===== config.mk =====
export PLATFORM = sky130hd
export DESIGN_NAME = pulse_blinker_flat
export DESIGN_NICKNAME = d
export VERILOG_FILES = /design/src/rtl/pulse_blinker_if.sv /design/src/rtl/pulse_blinker.sv /design/src/flat_wrapper.sv
export SDC_FILE = /design/constraint.sdc
export NUM_CORES = 1
export LEC_CHECK = 0
export CORE_MARGIN = 1
export CORE_UTILIZATION = 47
export DETAILED_ROUTE_END_ITERATION = 8
export MAX_ROUTING_LAYER = met4
export PLACE_DENSITY = 0.65
export SETUP_SLACK_MARGIN = 0.3
export SYNTH_ARGS = -nofsm -noshare
export SYNTH_HDL_FRONTEND = slang
export SYNTH_SLANG_ARGS = --single-unit
export TNS_END_PERCENT = 5

===== constraint.sdc =====
create_clock -name clk_i -period 3.4 [get_ports clk_i]
set_input_delay 1.02 -clock clk_i [delete_from_list [all_inputs] [get_ports clk_i]]
set_output_delay 1.02 -clock clk_i [all_outputs]
set_load 0.1 [all_outputs]

===== src/rtl/pulse_blinker_if.sv =====
// ---------------------------------------------------------------------------
// pulse_blinker_if
//   Groups the event/status signals of pulse_blinker into one bundle.
//   master : pulse source / status consumer (drives pulse_i, clr_i)
//   slave  : the blinker itself (drives led_o, busy_o, pending_o, overflow_o)
//   Signals:
//     pulse_i    1   event pulse, one event per cycle sampled high
//     clr_i      1   synchronous clear of overflow_o
//     led_o      1   registered LED drive
//     busy_o     1   blinker not idle
//     pending_o  PW  queued blinks not yet started
//     overflow_o 1   sticky: an event was dropped on a full queue
// ---------------------------------------------------------------------------
interface pulse_blinker_if #(
    parameter int MAX_PENDING = 7
);
    localparam int PW = $clog2(MAX_PENDING + 1);

    logic          pulse_i;
    logic          clr_i;
    logic          led_o;
    logic          busy_o;
    logic [PW-1:0] pending_o;
    logic          overflow_o;

    modport master (
        output pulse_i, clr_i,
        input  led_o, busy_o, pending_o, overflow_o
    );

    modport slave (
        input  pulse_i, clr_i,
        output led_o, busy_o, pending_o, overflow_o
    );
endinterface


===== src/rtl/pulse_blinker.sv =====
// ---------------------------------------------------------------------------
// pulse_blinker
//   Turns single-cycle event pulses into human-visible LED blinks. Every
//   accepted pulse produces one blink: LED high for ON_CYCLES, then low for
//   OFF_CYCLES. Pulses arriving while a blink is in progress are queued in a
//   saturating counter so bursts are shown as distinct blinks.
//   Ports:
//     clk_i    1  system clock, rising edge
//     rst_n_i  1  asynchronous active-low reset (aborts blink, drops queue)
//     pb          pulse_blinker_if.slave (pulse_i, clr_i, led_o, busy_o,
//                 pending_o, overflow_o)
// ---------------------------------------------------------------------------
module pulse_blinker #(
    parameter int ON_CYCLES   = 25_000_000,
    parameter int OFF_CYCLES  = 25_000_000,
    parameter int MAX_PENDING = 7
) (
    input  logic                  clk_i,
    input  logic                  rst_n_i,
    pulse_blinker_if.slave        pb
);
    localparam int PW   = $clog2(MAX_PENDING + 1);
    localparam int MAXC = (ON_CYCLES > OFF_CYCLES) ? ON_CYCLES : OFF_CYCLES;
    localparam int TW   = (MAXC > 1) ? $clog2(MAXC) : 1;

    // Timer counts down to zero; loading N-1 gives exactly N edges per phase.
    localparam logic [TW-1:0] ON_LOAD  = TW'(ON_CYCLES - 1);
    localparam logic [TW-1:0] OFF_LOAD = TW'(OFF_CYCLES - 1);
    localparam logic [PW-1:0] PEND_MAX = PW'(MAX_PENDING);

    typedef enum logic [1:0] {
        ST_IDLE = 2'd0,
        ST_ON   = 2'd1,
        ST_OFF  = 2'd2
    } state_t;

    state_t        state_q, state_d;
    logic [TW-1:0] timer_q, timer_d;
    logic [PW-1:0] pend_q,  pend_d;
    logic          ovf_q,   ovf_d;
    logic          led_q,   led_d;
    logic          busy_q,  busy_d;

    logic          start_blink;
    logic          accept;
    logic          drop;

    always_comb begin
        state_d     = state_q;
        timer_d     = timer_q;
        start_blink = 1'b0;

        unique case (state_q)
            ST_IDLE: begin
                if (pend_q != '0) begin
                    state_d     = ST_ON;
                    timer_d     = ON_LOAD;
                    start_blink = 1'b1;
                end
            end
            ST_ON: begin
                if (timer_q == '0) begin
                    state_d = ST_OFF;
                    timer_d = OFF_LOAD;
                end else begin
                    timer_d = timer_q - TW'(1);
                end
            end
            ST_OFF: begin
                // Next queued blink starts right as the gap ends, no IDLE cycle.
                if (timer_q == '0) begin
                    if (pend_q != '0) begin
                        state_d     = ST_ON;
                        timer_d     = ON_LOAD;
                        start_blink = 1'b1;
                    end else begin
                        state_d = ST_IDLE;
                    end
                end else begin
                    timer_d = timer_q - TW'(1);
                end
            end
            default: begin
                state_d = ST_IDLE;
                timer_d = '0;
            end
        endcase

        // A full queue still accepts a pulse when a blink starts the same
        // cycle: the slot freed by the start is taken by the new event.
        accept = pb.pulse_i && ((pend_q != PEND_MAX) || start_blink);
        drop   = pb.pulse_i && !accept;

        pend_d = pend_q;
        if (accept && !start_blink) begin
            pend_d = pend_q + PW'(1);
        end else if (!accept && start_blink) begin
            pend_d = pend_q - PW'(1);
        end

        // Setting wins over a simultaneous clear so no drop goes unreported.
        ovf_d = ovf_q;
        if (drop) begin
            ovf_d = 1'b1;
        end else if (pb.clr_i) begin
            ovf_d = 1'b0;
        end

        led_d  = (state_d == ST_ON);
        busy_d = (state_d != ST_IDLE);
    end

    always_ff @(posedge clk_i or negedge rst_n_i) begin
        if (!rst_n_i) begin
            state_q <= ST_IDLE;
            timer_q <= '0;
            pend_q  <= '0;
            ovf_q   <= 1'b0;
            led_q   <= 1'b0;
            busy_q  <= 1'b0;
        end else begin
            state_q <= state_d;
            timer_q <= timer_d;
            pend_q  <= pend_d;
            ovf_q   <= ovf_d;
            led_q   <= led_d;
            busy_q  <= busy_d;
        end
    end

    assign pb.led_o      = led_q;
    assign pb.busy_o     = busy_q;
    assign pb.pending_o  = pend_q;
    assign pb.overflow_o = ovf_q;

endmodule


===== src/flat_wrapper.sv =====
// flat-port wrapper written by rule: the top's interface ports become plain ports
module pulse_blinker_flat 
#(
    parameter int ON_CYCLES   = 25_000_000,
    parameter int OFF_CYCLES  = 25_000_000,
    parameter int MAX_PENDING = 7
)
  (clk_i, rst_n_i, pb_pulse_i, pb_clr_i, pb_led_o, pb_busy_o, pb_pending_o, pb_overflow_o);
  pulse_blinker_if #(.MAX_PENDING(MAX_PENDING)) pb_i ();
  input  logic clk_i;
  input  logic rst_n_i;
  input wire logic [$bits(pb_i.pulse_i)-1:0] pb_pulse_i;
  input wire logic [$bits(pb_i.clr_i)-1:0] pb_clr_i;
  output wire logic [$bits(pb_i.led_o)-1:0] pb_led_o;
  output wire logic [$bits(pb_i.busy_o)-1:0] pb_busy_o;
  output wire logic [$bits(pb_i.pending_o)-1:0] pb_pending_o;
  output wire logic [$bits(pb_i.overflow_o)-1:0] pb_overflow_o;
  assign pb_i.pulse_i = pb_pulse_i;
  assign pb_i.clr_i = pb_clr_i;
  assign pb_led_o = pb_i.led_o;
  assign pb_busy_o = pb_i.busy_o;
  assign pb_pending_o = pb_i.pending_o;
  assign pb_overflow_o = pb_i.overflow_o;
  pulse_blinker #(.ON_CYCLES(ON_CYCLES), .OFF_CYCLES(OFF_CYCLES), .MAX_PENDING(MAX_PENDING)) u_core (.clk_i(clk_i), .rst_n_i(rst_n_i), .pb(pb_i));
endmodule

==> results by group, run 1 <==
Setup path
  – Type of origin of the critical path: register
  – Highest-delay cell along the critical path: or4_4
  – Category of the most critical setup path: register to register
  – Worst Path Required: 3.58 ns
  – Data arrival time of the critical path: 3.16 ns
  – Sum of buffers and inverters on the critical path: 2
  – CP top delay family: simple AND/OR/NAND/NOR gates
  – Largest stage delay on the critical path: 0.54 ns
  – Critical path cell sequence: or4_4, nor4_4, a31oi_4, buf_4, or3_1, ha_2, inv_1, fa_1, mux2_2
  – Critical path peak fanout: 6
  – Setup slack of the worst register-to-register path: 0.42 ns
  – Setup crit end kind: register

Floorplanning
  – Count of boundary I/O pins: 10
  – Floorplan die width: 70.7 um
  – Placeable Area: 4440 um2
  – Total Die Area: 4990 um2
  – Height of the die: 70.7 um
  – Placement Rows: 24
  – Effective utilization at floorplan: 0.499

Routing
  – Vias per inst: 6.34
  – Total Routed Length: 5.79 mm
  – Total vias in the final route: 2079
  – Wire per inst: 17.6 um
  – Iter 0 DRT Violations: 179
  – DR DRC count: 0
  – Initial DRT Pass Iterations: 4
  – Antenna violation net count after detailed routing: 0

Finish
  – Area occupied by multi-input gates: 1330 um2
  – Fraction of layout cells with a size suffix above 1: 0.149
  – Final layout net count: 284
  – Number of antenna repair diodes: 0
  – # fillers: 417
  – Non-filler cells in the finished layout: 328
  – Area added between synthesis and finish: 13.7%
  – Final cell area excluding filler cells: 2520 um2
  – Storage cell area: 826 um2
  – Share of the core filled with cells in the final layout: 0.567

Synth
  – Sequential cell area fraction in the yosys report: 0.373
  – Synth cell types: 61
  – Async set-reset flop share out of synthesis: 1.00
  – Fraction of post-synthesis cell area in the top cell type by area: 0.373
  – Ranking of synthesized cells by area: dfrtp_1 (37%), nor2_1 (4.2%), a21oi_1 (3.6%), o21ai_0 (3.6%), nor3_1 (3.2%)
  – Synthesis Warnings: 0
  – Number of synthesized register bits: 33
  – Post-synthesis average cell area: 8.52 um2
  – Largest area contributor in the synthesized netlist: dfrtp_1
  – Gate count of the mapped netlist: 260
  – Netlist area before placement: 2220 um2
  – Net Count, Synth: 268
  – Most used flip-flop cell after synthesis: dfrtp_1
  – Number of enable flip-flop cells after synthesis: 0

Global routing
  – Vias in the first global route: 1996
  – Global-route congestion overflow total: 0
  – Largest net degree at the start of global routing: 34
  – Tot GR Track Use: 0.265
  – Number of antenna violations at the first check in global routing: 0
  – Global-route wire length before repair: 9.82 mm

Pwr
  – Internal power: 657 uW
  – Net switching component of the power: 411 uW
  – Peak supply drop: 0.655 mV
  – Clock group share of total power: 0.284
  – Ratio of total power to cell area: 424 nW/um2
  – Power share of the combinational group: 0.292
  – Total power: 1.07 mW
  – Seq pwr share: 0.424
  – Static Leak: 0.984 nW
  – Fraction of power spent switching nets: 0.385

Timing
  – Worst-case clock skew: 0.00506 ns
  – RSZ-0062 raised after global routing: no
  – Period Utilization, post-route: 0.878
  – Max Clk Rate: 335 MHz
  – Final-layout worst hold slack: 0.535 ns
  – Worst slew pin tran: 0.846 ns
  – Headroom to the max-slew limit: 0.434
  – Final-report hold violation count: 0
  – Summed negative setup slack over all endpoints: 0 ns
  – Minimum clock period: 2.98 ns
  – Final number of max-transition violations: 0
  – Setup Viol. Count Final: 0
  – Setup slack after layout: 0.415 ns

Outcome
  – Outcome: complete, no violations

CTS
  – Clock tree buffer depth: 2
  – Number of buffers created by CTS: 5
  – Num Clock Sinks: 33
  – CTS tree: done
  – Clock-pin slew of the registers on the worst-case setup and hold paths: 0.07 ns
  – H-tree levels: 2
  – Clock latency on the worst-skew pair: 0.29 ns
  – Clock root buffer master: clkbuf_8

Worst hold path
  – Worst min path class: register to register

Place
  – Post-detailed-placement half-perimeter wirelength: 3.99 mm
  – Worst setup timing slack at the placement stage: 0.319 ns
  – Number of placed instances, taps included: 317
  – Number of buffers added on ports: 9
  – Instance area after placement: 2370 um2
  – Final GP Congestion: 0.876

Flow run
  – Max_cap viols: 0
[power groups by stage]
stage	logic, mW	clock network [mW]	registers, mW
2_1_floorplan	0.0792	0	0.620
3_3_place_gp	0.307	0	0.458
3_5_place_dp	0.309	0	0.458
4_1_cts	0.310	0.313	0.451
5_1_grt	0.330	0.326	0.460
6_report	0.312	0.303	0.453
[state kept, by name, summed over array words and instances (netlist names)]
name / cells
u_core.pb.pending_o: 3
u_core.pb.overflow_o: 1
u_core.state_q: 2
u_core.timer_q: 25
u_core.pb.led_o: 1
u_core.pb.busy_o: 1
[timing repair]
action                                  in CTS  in global routing
cloned                                       0                  0
hold buffers                                 0                  0
pin swaps                                    0                  4
setup buffers                                0                  4
endpoints found under the setup margin       1                  2
resized for setup                            1                  5
endpoints found under the hold margin        0                  0
[metal layers]
layer	vias to the layer above	global-route usage	wire length [um]
li1	1018	-	-
met1	995	0.343	2720
met2	58	0.389	2620
met3	8	0.0598	362
met4	0	0.138	87
met5	-	-	0
[cells in the mapped netlist, types with 3 or more instances]
cell type	n
xor2_1	3
nor3_1	14
a31oi_1	5
o211ai_1	5
nand3_1	10
ha_1	3
o31ai_1	3
or3_1	10
nor4_1	6
dfrtp_1	33
nand2_1	15
xnor2_1	4
or4_4	3
a21oi_1	16
clkbuf_1	9
nor2_1	25
a211o_1	3
a211oi_1	5
nand4_1	4
or4_1	5
o21ai_0	16
inv_1	14
[worst min-delay path: cells and delay by family (launching register included)]
kind | cells | cell delay (ns)
flip-flops | 1 | 0.38
buffers and inverters | 1 | 0.05
AO/OA/AOI/OAI | 1 | 0.06
[area by class of cell]
type	instances	share of cell area
sequential	33	0.328
timing repair buffer	21	0.0636
tap	52	0.0258
inverter	14	0.0209
clock buffer	7	0.0343
multi-input combinational	201	0.528
[kinds of logic after synthesis]
group / Yosys count / synth area share
buf+inv: 26 / 0.0469
mux: 3 / 0.0141
compound gates: 76 / 0.239
flops: 33 / 0.373
xor+xnor: 7 / 0.0277
fa+ha+maj: 5 / 0.0305
simple gates: 110 / 0.269
[worst paths after layout]
path	start	endpoint	depth (start not counted)
max	u_core.timer_q[5]$_DFF_PN0_	u_core.pb.pending_o[1]$_DFFE_PN0P_	9
min	u_core.pb.overflow_o$_DFFE_PN0P_	u_core.pb.overflow_o$_DFFE_PN0P_	2
max reg2reg	u_core.timer_q[5]$_DFF_PN0_	u_core.pb.pending_o[1]$_DFFE_PN0P_	9
min reg2reg	u_core.pb.overflow_o$_DFFE_PN0P_	u_core.pb.overflow_o$_DFFE_PN0P_	2
max in group asynchronous	rst_n_i	u_core.timer_q[18]$_DFF_PN0_	1
min in group asynchronous	rst_n_i	u_core.timer_q[2]$_DFF_PN0_	1
[cell usage in the layout, fill, tap and decap left out, types with 3 or more instances in the layout]
master and n:
nor2_1 25, nor4_1 5, or3_1 10, a211o_1 3, nand2_1 15, a211oi_1 5, o31ai_1 3, a31oi_1 4
xnor2_1 4, inv_1 14, buf_4 18, clkbuf_8 6, xor2_1 3, dfrtp_1 33, a21oi_1 16, o211ai_1 5
or4_4 4, nand3_1 10, nand4_1 4, nor3_1 14, or4_1 4, o21ai_0 16
Note: power is estimated with default switching activity, not from simulation.
==> inputs of run 2 (changes only) <==
--- a/config.mk
+++ b/config.mk
@@ -8,8 +8,9 @@
 export CORE_MARGIN = 1
 export CORE_UTILIZATION = 47
 export DETAILED_ROUTE_END_ITERATION = 8
+export DONT_BUFFER_PORTS = 1
 export MAX_ROUTING_LAYER = met4
-export PLACE_DENSITY = 0.65
+export PLACE_DENSITY = 0.6
 export SETUP_SLACK_MARGIN = 0.3
 export SYNTH_ARGS = -nofsm -noshare
 export SYNTH_HDL_FRONTEND = slang
==> constraint.sdc (replaced) <==
create_clock -name clk_i -period 2.9 [get_ports clk_i]
set_input_delay 0.87 -clock clk_i [delete_from_list [all_inputs] [get_ports clk_i]]
set_output_delay 0.87 -clock clk_i [all_outputs]
set_load 0.1 [all_outputs]
==> run 2 against run 1 <==
  * Core utilization increased by 5.3 points
  * Non-clock buffer count is 21 higher
  * Setup slack lost 0.35 ns
  * Via count grew 6.4%
  * Fmax increased by 5.5%
  * Critical path depth rose by 2
  * Clock skew grew 0.0035 ns
  * Worst hold slack lost 0.26 ns
  * Final area grew 9.4%
  * Sequential share of layout area shrank 2.8 points
  * Die area did not move
  * Critical path type unchanged
  * Critical endpoint is now u_core.pb.pending_o[2]$_DFFE_PN0P_
  * Largest cell class unchanged
==> results by group, run 2 (same netlist as run 1, synthesis figures left out) <==
CTS
  – Clock-pin slew of the registers on the worst-case setup and hold paths: 0.07 ns
  – Num Clock Sinks: 33
  – H-tree levels: 2
  – Clock tree buffer depth: 2
  – Number of buffers created by CTS: 5
  – CTS tree: done
  – Number of hold buffers added after cts: 0
  – Clock root buffer master: clkbuf_8
  – Clock latency on the worst-skew pair: 0.29 ns

Setup path
  – Category of the most critical setup path: register to register
  – Highest-delay cell along the critical path: or4_4
  – Data arrival time of the critical path: 3.04 ns
  – Critical path cell sequence: or4_4, nor4_4, a31oi_4, o2111ai_2, and2_1, ha_2, inv_2, fa_2, xor2_1, nor2_1, xor2_1
  – CP top delay family: simple AND/OR/NAND/NOR gates
  – Critical path peak fanout: 3
  – Largest stage delay on the critical path: 0.56 ns
  – Cell seen most often among critical-path stages: xor2_1
  – Worst R2R Start: u_core.timer_q[6]$_DFF_PN0_
  – Start point of the critical path: u_core.timer_q[6]$_DFF_PN0_
  – Type of origin of the critical path: register
  – Worst Path Required: 3.11 ns
  – Sum of buffers and inverters on the critical path: 1
  – Setup crit end kind: register

Global routing
  – Largest net degree at the start of global routing: 34
  – Global-route wire length before repair: 10.5 mm
  – Vias in the first global route: 2102
  – Number of antenna violations at the first check in global routing: 0
  – Global-route congestion overflow total: 0
  – Tot GR Track Use: 0.278

Timing
  – RSZ-0062 raised after global routing: yes
  – Minimum clock period: 2.83 ns
  – Setup Viol. Count Final: 0
  – Worst-case clock skew: 0.00852 ns
  – Worst slew pin tran: 0.885 ns
  – Final number of max-transition violations: 0
  – Final-layout worst hold slack: 0.271 ns
  – Period Utilization, post-route: 0.976
  – Headroom to the max-slew limit: 0.410
  – Final-report hold violation count: 0
  – Max Clk Rate: 353 MHz

Finish
  – Flip-flop count of the largest register after layout: 25
  – Fraction of layout cells with a size suffix above 1: 0.247
  – Final layout net count: 305
  – Top register by number of flip-flops: u_core.timer_q
  – # fillers: 399
  – Leading cell type in the layout, fill and taps excluded: dfrtp_1
  – Number of antenna repair diodes: 0
  – Most frequent cells in the layout: dfrtp_1 (33), buf_4 (32), nor2_1 (24)
  – Storage cell area: 826 um2
  – Area added between synthesis and finish: 24.4%
  – Share of the core filled with cells in the final layout: 0.620
  – Area occupied by multi-input gates: 1370 um2

Routing
  – Iter 0 DRT Violations: 206
  – Antenna violation net count after detailed routing: 0
  – Total Routed Length: 6.35 mm
  – DR DRC count: 0
  – Wire per inst: 18.3 um
  – Vias per inst: 6.36
  – Initial DRT Pass Iterations: 5
  – Total vias in the final route: 2213

Floorplanning
  – Height of the die: 70.7 um
  – Placement Rows: 24
  – Placeable Area: 4440 um2
  – Total Die Area: 4990 um2
  – Count of boundary I/O pins: 10
  – Floorplan die width: 70.7 um
  – Effective utilization at floorplan: 0.499

Outcome
  – Outcome: complete, no violations

Place
  – Number of buffers added on ports: 0
  – Final GP Congestion: 0.852
  – Post-detailed-placement half-perimeter wirelength: 4.38 mm

Pwr
  – Static Leak: 1.17 nW
  – Ratio of total power to cell area: 486 nW/um2
  – Peak supply drop: 0.636 mV

Flow run
  – Max_cap viols: 0

Worst hold path
  – Worst min path class: primary input to asynchronous set/reset pin
[run 2: what timing repair did]
item / 4_1_cts / 5_1_grt
setup endpoints to repair: 8 / 22
gates resized for setup: 0 / 26
buffers inserted: 12 / 0
pin swaps: 4 / 12
hold endpoints to repair: 0 / 0
[run 2: per-stage QoR]
step                      setup TNS [ns]  instances  setup WS, ns  cell area (um2)  power, mW
after floorplan                        0        260        0.0135             2250      0.823
after global placement                 0        330         0.103             2500      0.895
after detailed placement               0        330        0.0499             2500      0.903
after CTS                              0        348        0.0468             2660       1.30
after global routing              -0.126        348        -0.126             2760       1.39
final                                  0        348        0.0696             2760       1.34
[run 2: final cells by class]
class                           instances  share of cell area
Clock inverter                          1             0.00182
Timing Repair Buffer                   42               0.134
Multi-Input combinational cell        201               0.497
Sequential cell                        33               0.300
Clock buffer                            5              0.0250
Inverter                               14              0.0191
Tap cell                               52              0.0236
[run 2: worst register-to-register path: cells and delay by family (launching register included)]
kind                       cells  cell delay, ns
AOI/OAI and AO/OA              2            0.34
xor gates and xnor gates       2            0.31
adders and majority gates      2            0.53
buffers and inverters          1            0.04
DFF                            1            0.38
and+or+nand+nor                4            1.15
[run 2: where the power goes]
| group | total [mW] | switching, mW | internal (mW) |
|---|---|---|---|
| Sequential | 0.556 | 0.0675 | 0.488 |
| Combinational | 0.460 | 0.274 | 0.186 |
| Clock | 0.323 | 0.165 | 0.158 |
[run 2: final timing paths]
kind | slack, ns | depth (start not counted) | to
worst max-delay path | 0.07 | 11 | u_core.pb.pending_o[2]$_DFFE_PN0P_
worst min-delay path | 0.27 | 0 | u_core.timer_q[6]$_DFF_PN0_
worst max register to register | 0.07 | 11 | u_core.pb.pending_o[2]$_DFFE_PN0P_
worst min register to register | 0.58 | 2 | u_core.timer_q[24]$_DFF_PN0_
max in group asynchronous | 2.55 | 0 | u_core.timer_q[16]$_DFF_PN0_
min in group clk_i | 0.58 | 2 | u_core.timer_q[24]$_DFF_PN0_
[run 2: per-layer routing]
metal,track usage,up-vias,wire length (um)
met5,-,-,0
met4,0.129,0,119
met3,0.0385,9,343
met2,0.414,84,3020
met1,0.377,1066,2870
li1,-,1054,-
==> RTL edit, RTL diff (flow settings as in run 2) <==
`ON_CYCLES` is set to 25_000_000 in 2 places; all go to 6_250_000.
--- a/src/rtl/pulse_blinker.sv
+++ b/src/rtl/pulse_blinker.sv
@@ -13,3 +13,3 @@
 module pulse_blinker #(
-    parameter int ON_CYCLES   = 25_000_000,
+    parameter int ON_CYCLES   = 6_250_000,
     parameter int OFF_CYCLES  = 25_000_000,
--- a/src/flat_wrapper.sv
+++ b/src/flat_wrapper.sv
@@ -3,3 +3,3 @@
 #(
-    parameter int ON_CYCLES   = 25_000_000,
+    parameter int ON_CYCLES   = 6_250_000,
     parameter int OFF_CYCLES  = 25_000_000,
Check against the original RTL: same outputs for any inputs over 10 cycles, from zero or initial values and one cycle with rst_n_i low; that may be too few to reach the edited logic, so the function may still have changed.
==> RTL edit against run 2 <==
  * The flow now finishes with violations (negative setup slack)
  * Final area decreased by 11%
  * Synthesized cell count fell by 15%
  * Combinational power up 61%
  * Global-route usage fell by 1.3 points
  * Setup slack got worse by 0.21 ns
  * Critical path depth rose by 1
  * Count of clock-buffer cells in the layout rose by 2
  * Die area down 8.5%
  * Sequential cell count is the same
  * Total power increased by 33%
  * Synthesized area down 8.8%
  * Wire length shrank 19%
  * Worst hold slack worse by 0.0034 ns
  * Largest power group is now combinational logic
==> RTL edit: results <==
set metrics [dict create \
    outcome "finished with violations" \
    violations "negative setup slack" \
    n_clock_buffer 7 \
    buf_share_pct 11.88 \
    inv_count 8 \
    syn-num-nets 230 \
    dp.cells 299 \
    drt_iter0_drc 137 \
    wl_met2_um 2376 \
    multi_input_area_mm2 0.001167 \
    sh_seq_area_pct 33.50 \
    layout-drive-gt1-share_pct 26.74 \
    gp_congestion 0.9627 \
    final.setup_skew_ns 0.006891 \
    clk-power_w 0.000357 \
    dpl_cell_area_mm2 0.002320 \
    max_stage_delay_ns 0.54 \
    p_switching_w 0.0007227 \
    nonClockBufferCount 39 \
    design.seq.count 33 \
    relSlewSlack_pct 39.86 \
    synth_top_cells_by_area "dfrtp_1, xnor2_1, nor2_1, a21oi_1, nand2_1" \
    pre_cts_ws_ns -0.1534 \
    synth.distinct_cells 55 \
    grt.total_usage_pct 26.49 \
    fin_ws_ns -0.1364 \
    gr-usage-met3_pct 6.419 \
    dr.pass1.iters 4 \
    routed-wl-met3_um 279 \
    pg_seq_w 0.000688 \
    grt_pass1_wl_um 8556 \
    nFillCells 348 \
    power_density_mw_per_mm2 724.6 \
    fin_cells 308 \
    wl_met1_um 2418 \
    ys_seq_area_share_pct 40.84 \
    fin_nets 266 \
    wl_um 5148 \
    grtUsageMet2_pct 38.61 \
    ir_drop_mv 0.8685 \
    use_met1_pct 35.05 \
    synthTopCellsByCount "dfrtp_1, nor2_1, nand2_1" \
    tns_ns -0.2065 \
    setup_violations 2 \
]
[RTL edit: repair_timing]
action                     CTS  global route
pin swaps                    3             4
gates resized for setup      2             7
buffers inserted             1             1
hold buffers                 0             0
setup endpoints to repair    4            15
[RTL edit: kinds of logic (layout without fill, tap and decap cells)]
family          count (synthesis)  in the layout  synth area share, %
compound gates                 61             61                20.61
xor+xnor                       17             17                7.364
fa+ha+maj                       8              8                4.889
buf+inv                        18             54                3.837
flops                          33             33                40.84
mux                             1              1               0.5569
simple gates                   84             84                21.91
[RTL edit: final timing paths]
kind	startpoint	end	slack [ns]	cells after the start
min in group clk_i	u_core.timer_q[22]	u_core.timer_q[22]	0.48	1
min reg2reg	u_core.timer_q[22]	u_core.timer_q[22]	0.48	1
max in group asynchronous	rst_n_i	u_core.timer_q[19]	2.55	0
max reg2reg	u_core.timer_q[18]	u_core.pb.pending_o[2]	-0.14	12
max	u_core.timer_q[18]	u_core.pb.pending_o[2]	-0.14	12
min	rst_n_i	u_core.timer_q[7]	0.27	0
